<file path="config.mk">
export PLATFORM = sky130hd
export DESIGN_NAME = pipe_perf_counter_flat
export DESIGN_NICKNAME = d
export VERILOG_FILES = /design/src/rtl/pipe_perf_counter_if.sv /design/src/rtl/pipe_perf_counter.sv /design/src/flat_wrapper.sv
export SDC_FILE = /design/constraint.sdc
export NUM_CORES = 1
export LEC_CHECK = 0
export CORE_MARGIN = 4
export CORE_UTILIZATION = 35
export DETAILED_ROUTE_END_ITERATION = 12
export PLACE_DENSITY = 0.53
export SLEW_MARGIN = 25
export SYNTH_ARGS = -nofsm -noshare
export SYNTH_HDL_FRONTEND = slang
export SYNTH_SLANG_ARGS = --single-unit
</file>
<file path="constraint.sdc">
create_clock -name clk_i -period 3.85 [get_ports clk_i]
set_clock_uncertainty 0.05 [all_clocks]
set_input_delay 1.155 -clock clk_i [delete_from_list [all_inputs] [get_ports clk_i]]
set_output_delay 1.155 -clock clk_i [all_outputs]
set_load 0.02 [all_outputs]
</file>
<file path="src/rtl/pipe_perf_counter_if.sv">
// Performance-counter bus: core trace inputs plus counter/IPC results; no backpressure.
// master = trace source / result consumer, slave = pipe_perf_counter.
interface pipe_perf_counter_if #(
  parameter int CNT_W  = 32,
  parameter int FRAC_W = 16
);
  logic              en_i;
  logic              clr_i;
  logic [31:0]       pc_i;
  logic [6:0]        hex3_i;
  logic [CNT_W-1:0]  cycle_cnt_o;
  logic [CNT_W-1:0]  instr_cnt_o;
  logic [FRAC_W+1:0] ipc_o;
  logic              busy_o;
  logic              done_o;
  logic              ipc_valid_o;
  logic              ovf_o;

  modport master (
    output en_i, clr_i, pc_i, hex3_i,
    input  cycle_cnt_o, instr_cnt_o, ipc_o, busy_o, done_o, ipc_valid_o, ovf_o
  );

  modport slave (
    input  en_i, clr_i, pc_i, hex3_i,
    output cycle_cnt_o, instr_cnt_o, ipc_o, busy_o, done_o, ipc_valid_o, ovf_o
  );
endinterface

</file>
<file path="src/rtl/pipe_perf_counter.sv">
// Cycle/retired-instruction counters with end-of-program detect and restoring-divider IPC (Q2.FRAC_W).
// Counters update one edge after each RUN cycle; IPC valid CNT_W+FRAC_W edges after done; no backpressure.
module pipe_perf_counter #(
  parameter int         CNT_W     = 32,
  parameter int         FRAC_W    = 16,
  parameter logic [6:0] DONE_CODE = 7'h0e
) (
  input  logic               clk_i,
  input  logic               rst_i,
  pipe_perf_counter_if.slave bus
);
  localparam int Q_W    = CNT_W + FRAC_W;
  localparam int IPC_W  = FRAC_W + 2;
  localparam int STEP_W = $clog2(Q_W + 1);
  localparam logic [STEP_W-1:0] LAST_STEP = STEP_W'(Q_W - 1);

  localparam logic [1:0] S_IDLE = 2'd0;
  localparam logic [1:0] S_RUN  = 2'd1;
  localparam logic [1:0] S_DIV  = 2'd2;
  localparam logic [1:0] S_DONE = 2'd3;

  logic [1:0]        state;
  logic [CNT_W-1:0]  cycle_cnt, instr_cnt, cyc_nxt, ins_nxt;
  logic [31:0]       prev_pc;
  logic [Q_W-1:0]    dvd;
  logic [CNT_W-1:0]  rem;
  logic [STEP_W-1:0] step;
  logic [IPC_W-1:0]  ipc, ipc_sat;
  logic              ovf;
  logic              count_en, done_hit, instr_hit, q_bit;
  logic [CNT_W:0]    rem_sh, rem_sub;
  logic [Q_W-1:0]    quot_fin;

  always_comb begin
    count_en  = (state == S_RUN) && bus.en_i;
    done_hit  = count_en && (bus.hex3_i == DONE_CODE);
    instr_hit = (bus.pc_i != prev_pc) && (bus.pc_i != 32'd0);
    cyc_nxt   = (&cycle_cnt) ? cycle_cnt : cycle_cnt + CNT_W'(1);
    ins_nxt   = (instr_hit && !(&instr_cnt)) ? instr_cnt + CNT_W'(1) : instr_cnt;
    // Partial remainder is always below the divisor, so the subtraction's top bit is the borrow.
    rem_sh    = {rem, dvd[Q_W-1]};
    rem_sub   = rem_sh - {1'b0, cycle_cnt};
    q_bit     = ~rem_sub[CNT_W];
    quot_fin  = {dvd[Q_W-2:0], q_bit};
    ipc_sat   = (|quot_fin[Q_W-1:IPC_W]) ? {IPC_W{1'b1}} : quot_fin[IPC_W-1:0];
  end

  always_ff @(posedge clk_i) begin
    if (rst_i) begin
      state     <= S_IDLE;
      cycle_cnt <= '0;
      instr_cnt <= '0;
      prev_pc   <= '0;
      dvd       <= '0;
      rem       <= '0;
      step      <= '0;
      ipc       <= '0;
      ovf       <= 1'b0;
    end else begin
      case (state)
        S_IDLE: begin
          cycle_cnt <= '0;
          instr_cnt <= '0;
          if (bus.en_i) state <= S_RUN;
        end
        S_RUN: begin
          if (count_en) begin
            cycle_cnt <= cyc_nxt;
            instr_cnt <= ins_nxt;
            prev_pc   <= bus.pc_i;
            ovf       <= ovf | (&cyc_nxt) | (&ins_nxt);
            if (done_hit) begin
              // Load the dividend from the final (just-counted) instruction total.
              state <= S_DIV;
              dvd   <= {ins_nxt, {FRAC_W{1'b0}}};
              rem   <= '0;
              step  <= '0;
            end
          end
        end
        S_DIV: begin
          dvd  <= quot_fin;
          rem  <= q_bit ? rem_sub[CNT_W-1:0] : rem_sh[CNT_W-1:0];
          step <= step + STEP_W'(1);
          if (step == LAST_STEP) begin
            ipc   <= ipc_sat;
            state <= S_DONE;
          end
        end
        S_DONE: begin
          if (bus.clr_i) begin
            state     <= S_IDLE;
            cycle_cnt <= '0;
            instr_cnt <= '0;
            prev_pc   <= '0;
            ipc       <= '0;
            ovf       <= 1'b0;
          end
        end
        default: state <= S_IDLE;
      endcase
    end
  end

  assign bus.cycle_cnt_o = cycle_cnt;
  assign bus.instr_cnt_o = instr_cnt;
  assign bus.ipc_o       = ipc;
  assign bus.busy_o      = (state == S_RUN) || (state == S_DIV);
  assign bus.done_o      = (state == S_DIV) || (state == S_DONE);
  assign bus.ipc_valid_o = (state == S_DONE);
  assign bus.ovf_o       = ovf;
endmodule

</file>
<file path="src/flat_wrapper.sv">
// flat-port wrapper written by rule: the top's interface ports become plain ports
module pipe_perf_counter_flat 
#(
  parameter int         CNT_W     = 32,
  parameter int         FRAC_W    = 16,
  parameter logic [6:0] DONE_CODE = 7'h0e
)
  (clk_i, rst_i, bus_en_i, bus_clr_i, bus_pc_i, bus_hex3_i, bus_cycle_cnt_o, bus_instr_cnt_o, bus_ipc_o, bus_busy_o, bus_done_o, bus_ipc_valid_o, bus_ovf_o);
  pipe_perf_counter_if #(.CNT_W(CNT_W), .FRAC_W(FRAC_W)) bus_i ();
  input  logic clk_i;
  input  logic rst_i;
  input wire logic [$bits(bus_i.en_i)-1:0] bus_en_i;
  input wire logic [$bits(bus_i.clr_i)-1:0] bus_clr_i;
  input wire logic [$bits(bus_i.pc_i)-1:0] bus_pc_i;
  input wire logic [$bits(bus_i.hex3_i)-1:0] bus_hex3_i;
  output wire logic [$bits(bus_i.cycle_cnt_o)-1:0] bus_cycle_cnt_o;
  output wire logic [$bits(bus_i.instr_cnt_o)-1:0] bus_instr_cnt_o;
  output wire logic [$bits(bus_i.ipc_o)-1:0] bus_ipc_o;
  output wire logic [$bits(bus_i.busy_o)-1:0] bus_busy_o;
  output wire logic [$bits(bus_i.done_o)-1:0] bus_done_o;
  output wire logic [$bits(bus_i.ipc_valid_o)-1:0] bus_ipc_valid_o;
  output wire logic [$bits(bus_i.ovf_o)-1:0] bus_ovf_o;
  assign bus_i.en_i = bus_en_i;
  assign bus_i.clr_i = bus_clr_i;
  assign bus_i.pc_i = bus_pc_i;
  assign bus_i.hex3_i = bus_hex3_i;
  assign bus_cycle_cnt_o = bus_i.cycle_cnt_o;
  assign bus_instr_cnt_o = bus_i.instr_cnt_o;
  assign bus_ipc_o = bus_i.ipc_o;
  assign bus_busy_o = bus_i.busy_o;
  assign bus_done_o = bus_i.done_o;
  assign bus_ipc_valid_o = bus_i.ipc_valid_o;
  assign bus_ovf_o = bus_i.ovf_o;
  pipe_perf_counter #(.CNT_W(CNT_W), .FRAC_W(FRAC_W), .DONE_CODE(DONE_CODE)) u_core (.clk_i(clk_i), .rst_i(rst_i), .bus(bus_i));
endmodule
</file>
==> flow_summary.yaml <==
cells_and_area:
  fin_nets: 1734
  antenna_cells: 0
  fillCellCount: 3335
  drive_above_1_share_pct: 12.9
  areaGrowthSynthToFinish_pct: 27.1
  fin_cells: 2106
critical_path:
  crit_type: "in2reg"
  critical-path-max-stage-delay_ps: 540
  cp.required_ps: 4260
  worstSetupEndpointType: "flip-flop"
  cp_slowest_cell: "clkdlybuf4s50_1"
  worstPathArrival_ps: 4020
  critPathLaunchType: "primary input"
  path_buf_inv: 1
  path_delay_family: "simple AND/OR/NAND/NOR gates"
  path_cells: "clkdlybuf4s50_1 -> xnor2_1 -> nand4_1 -> nor4_1 -> a21oi_2 -> and2_4 -> xnor2_1 -> a2111oi_1 -> nand4_1 -> or4_1 -> o21ai_1"
  crit_path_max_fanout: 7
clock_network:
  insertion_delay_ps: 540
  cts_buffers: 26
  clk_path_buf_depth: 3
  cts_tree: "yes"
  cts_root_buffer: "clkbuf_16"
  clock_sinks: 203
  cts_hold_buf: 0
  clk_pin_slew_worst_paths_ps: 60
  cts_max_level: 1
synth:
  async_flop_share_pct: 0
  synth_cell_types: 81
  synth_nets: 1553
  synth_warnings: 0
  synth_top_area_share_pct: 34.6
  synth_flop_cell: "dfxtp_1"
  synthCells: 1469
  synth_edf_count: 0
  ys_seq_area_share_pct: 34.6
  avgSynthCellArea_um2: 8.00
  synth.cell_area_um2: 11700
  synth_seq_cells: 203
  yosys-top-cells-area: "dfxtp_1 (35%), nand2_1 (5.7%), xnor2_1 (5.7%)"
  yosys.area.top_type: "dfxtp_1"
drt:
  drtIter0Drc: 665
  vias_per_cell: 5.42
  first_pass_iters: 5
  wl_um: 37800
  antenna_left: 0
  wl_per_cell_um: 18.0
  drc: 0
  via_count: 11400
hold_path:
  hp-class: "reg2reg"
floorplanning:
  num_rows: 66
  initial_core_util_pct: 35.8
  coreArea_um2: 32800
  dieArea_um2: 36600
  die_w_um: 191
  dieHeight_um: 191
  io_pins: 129
power_and_ir_drop:
  switchingPower_w: 0.00484
  p_seq_share_pct: 22.0
  clockPowerShare_pct: 19.6
  ir_drop_mv: 0.680
  powerDensity_nw_per_um2: 784
  swShare_pct: 41.3
  power.internal_w: 0.00687
  pwr-share-comb_pct: 58.4
  power.leakage_nw: 5.54
placement:
  dp_cells: 2061
  port_buffers: 128
  dp_hpwl_um: 27300
  gp_congestion: 0.866
  place_ws_ps: -352
sta:
  setup_viol: 0
  timing.final.crit_share_pct: 93.8
  worst-slew-pin-transition_ps: 831
  worst_slack_ps: 238
  whs_ps: 403
  fin_crit_ps: 3610
  relSlewSlack_pct: 44.4
  maxSlewViolCount: 0
  finalHoldViolations: 0
  grt_setup_unrepaired: "false"
  fmax_mhz: 277
global_routing:
  gr-total-overflow: 0
  antenna_found_initial: 2
  grt_pass1_wl_um: 60400
  grt_pass1_vias: 11000
  grt_max_degree: 76
  grtUsageTotal_pct: 20.1
outcome:
  status: "completed"
job:
  cap_viol_max_count: 0
cell usage in the layout (no fill, tap or decap), types with 39 or more instances in the layout:
cell type,netlist,final
o21ai_0,60,60
xnor2_1,76,76
dfxtp_1,203,203
ha_1,40,39
a22oi_1,40,40
a21oi_1,117,117
nand4_1,46,46
nor2_1,138,134
clkdlybuf4s50_1,0,127
nand2_1,178,178
buf_4,2,110
nor3_1,40,40
inv_1,50,50
layout make-up:
class / instances / area (um2) / share of cell area [%]
Multi-Input combinational cell: 1127 / 7170 / 48.0
Sequential cell: 203 / 4060 / 27.2
Timing Repair Buffer: 240 / 2150 / 14.4
Clock buffer: 37 / 732 / 4.90
Tap cell: 442 / 553 / 3.70
Inverter: 52 / 195 / 1.31
Clock inverter: 5 / 63.8 / 0.427
worst paths after layout:
| kind | from | to | depth (start not counted) | slack [ps] |
|---|---|---|---|---|
| worst min-delay path | u_core.bus.ipc_o[13] | u_core.bus.ipc_o[13] | 2 | 400 |
| worst max-delay path | bus_pc_i[2] | u_core.bus.ovf_o | 11 | 240 |
| worst max register to register | u_core.dvd[47] | u_core.rem[20] | 15 | 260 |
| worst min register to register | u_core.bus.ipc_o[13] | u_core.bus.ipc_o[13] | 2 | 400 |
repair_timing:
action	4_1_cts	5_1_grt
endpoints found under the setup margin	0	31
gates resized for setup	0	3
buffers inserted	0	2
tightest hold or removal path, delay by kind of cell, from the launching register on:
family           cells  cell delay (ps)
AND/OR/NAND/NOR      1               50
flip-flops           1              310
AO/OA/AOI/OAI        1               50
through the flow:
step           util (%)  setup TNS, ps  cell area [um2]  power (W)
4_1_cts            45.4              0            14900     0.0113
5_1_grt            45.5              0            14900     0.0125
3_3_place_gp       43.0           -390            14100    0.00898
6_report           45.5              0            14900     0.0117
2_1_floorplan         -              0            11700    0.00747
3_5_place_dp       43.0           -563            14100    0.00899
metal layers:
layer / track usage [%] / vias up / share of wire (%)
li1: - / 5656 / -
met3: 3.43 / 48 / 5.9
met2: 32.1 / 295 / 45
met5: 0 / - / 0.048
met1: 28.4 / 5404 / 47
met4: 4.67 / 4 / 2.1
power groups by stage:
stage / logic (W) / clock network, W / registers [W]
after floorplan: 0.00486 / 0 / 0.00260
after global placement: 0.00636 / 0 / 0.00261
after detailed placement: 0.00637 / 0 / 0.00261
after CTS: 0.00640 / 0.00236 / 0.00257
after global routing: 0.00744 / 0.00245 / 0.00260
final: 0.00684 / 0.00229 / 0.00257
flip-flops by register name (all words and copies together) (netlist names):
register                count
u_core.bus.cycle_cnt_o     32
u_core.rem                 32
u_core.bus.ipc_o           18
u_core.bus.instr_cnt_o     32
u_core.bus.ovf_o            1
u_core.state                2
u_core.dvd                 48
u_core.prev_pc             32
u_core.step                 6
cell families after synthesis:
family	after synthesis	synth area share [%]
muxes	40	3.43
buffers and inverters	139	4.97
xor gates and xnor gates	105	7.83
DFF	203	34.6
adders and majority gates	41	4.43
AOI/OAI and AO/OA	381	21.4
and+or+nand+nor	560	23.3
Yosys cell counts, types with 25 or more instances:
| cell | n |
|---|---|
| ha_1 | 40 |
| o221a_2 | 31 |
| inv_1 | 50 |
| nor3_1 | 40 |
| a21oi_1 | 117 |
| o211ai_1 | 25 |
| nand2_1 | 178 |
| mux2i_1 | 38 |
| xor2_1 | 29 |
| o21ai_1 | 31 |
| nand3_1 | 35 |
| a22oi_1 | 40 |
| nor2_1 | 138 |
| dfxtp_1 | 203 |
| xnor2_1 | 76 |
| nand4_1 | 46 |
| clkbuf_1 | 68 |
| nand2b_1 | 28 |
| o21ai_0 | 60 |
(Power assumes the default switching activity.)
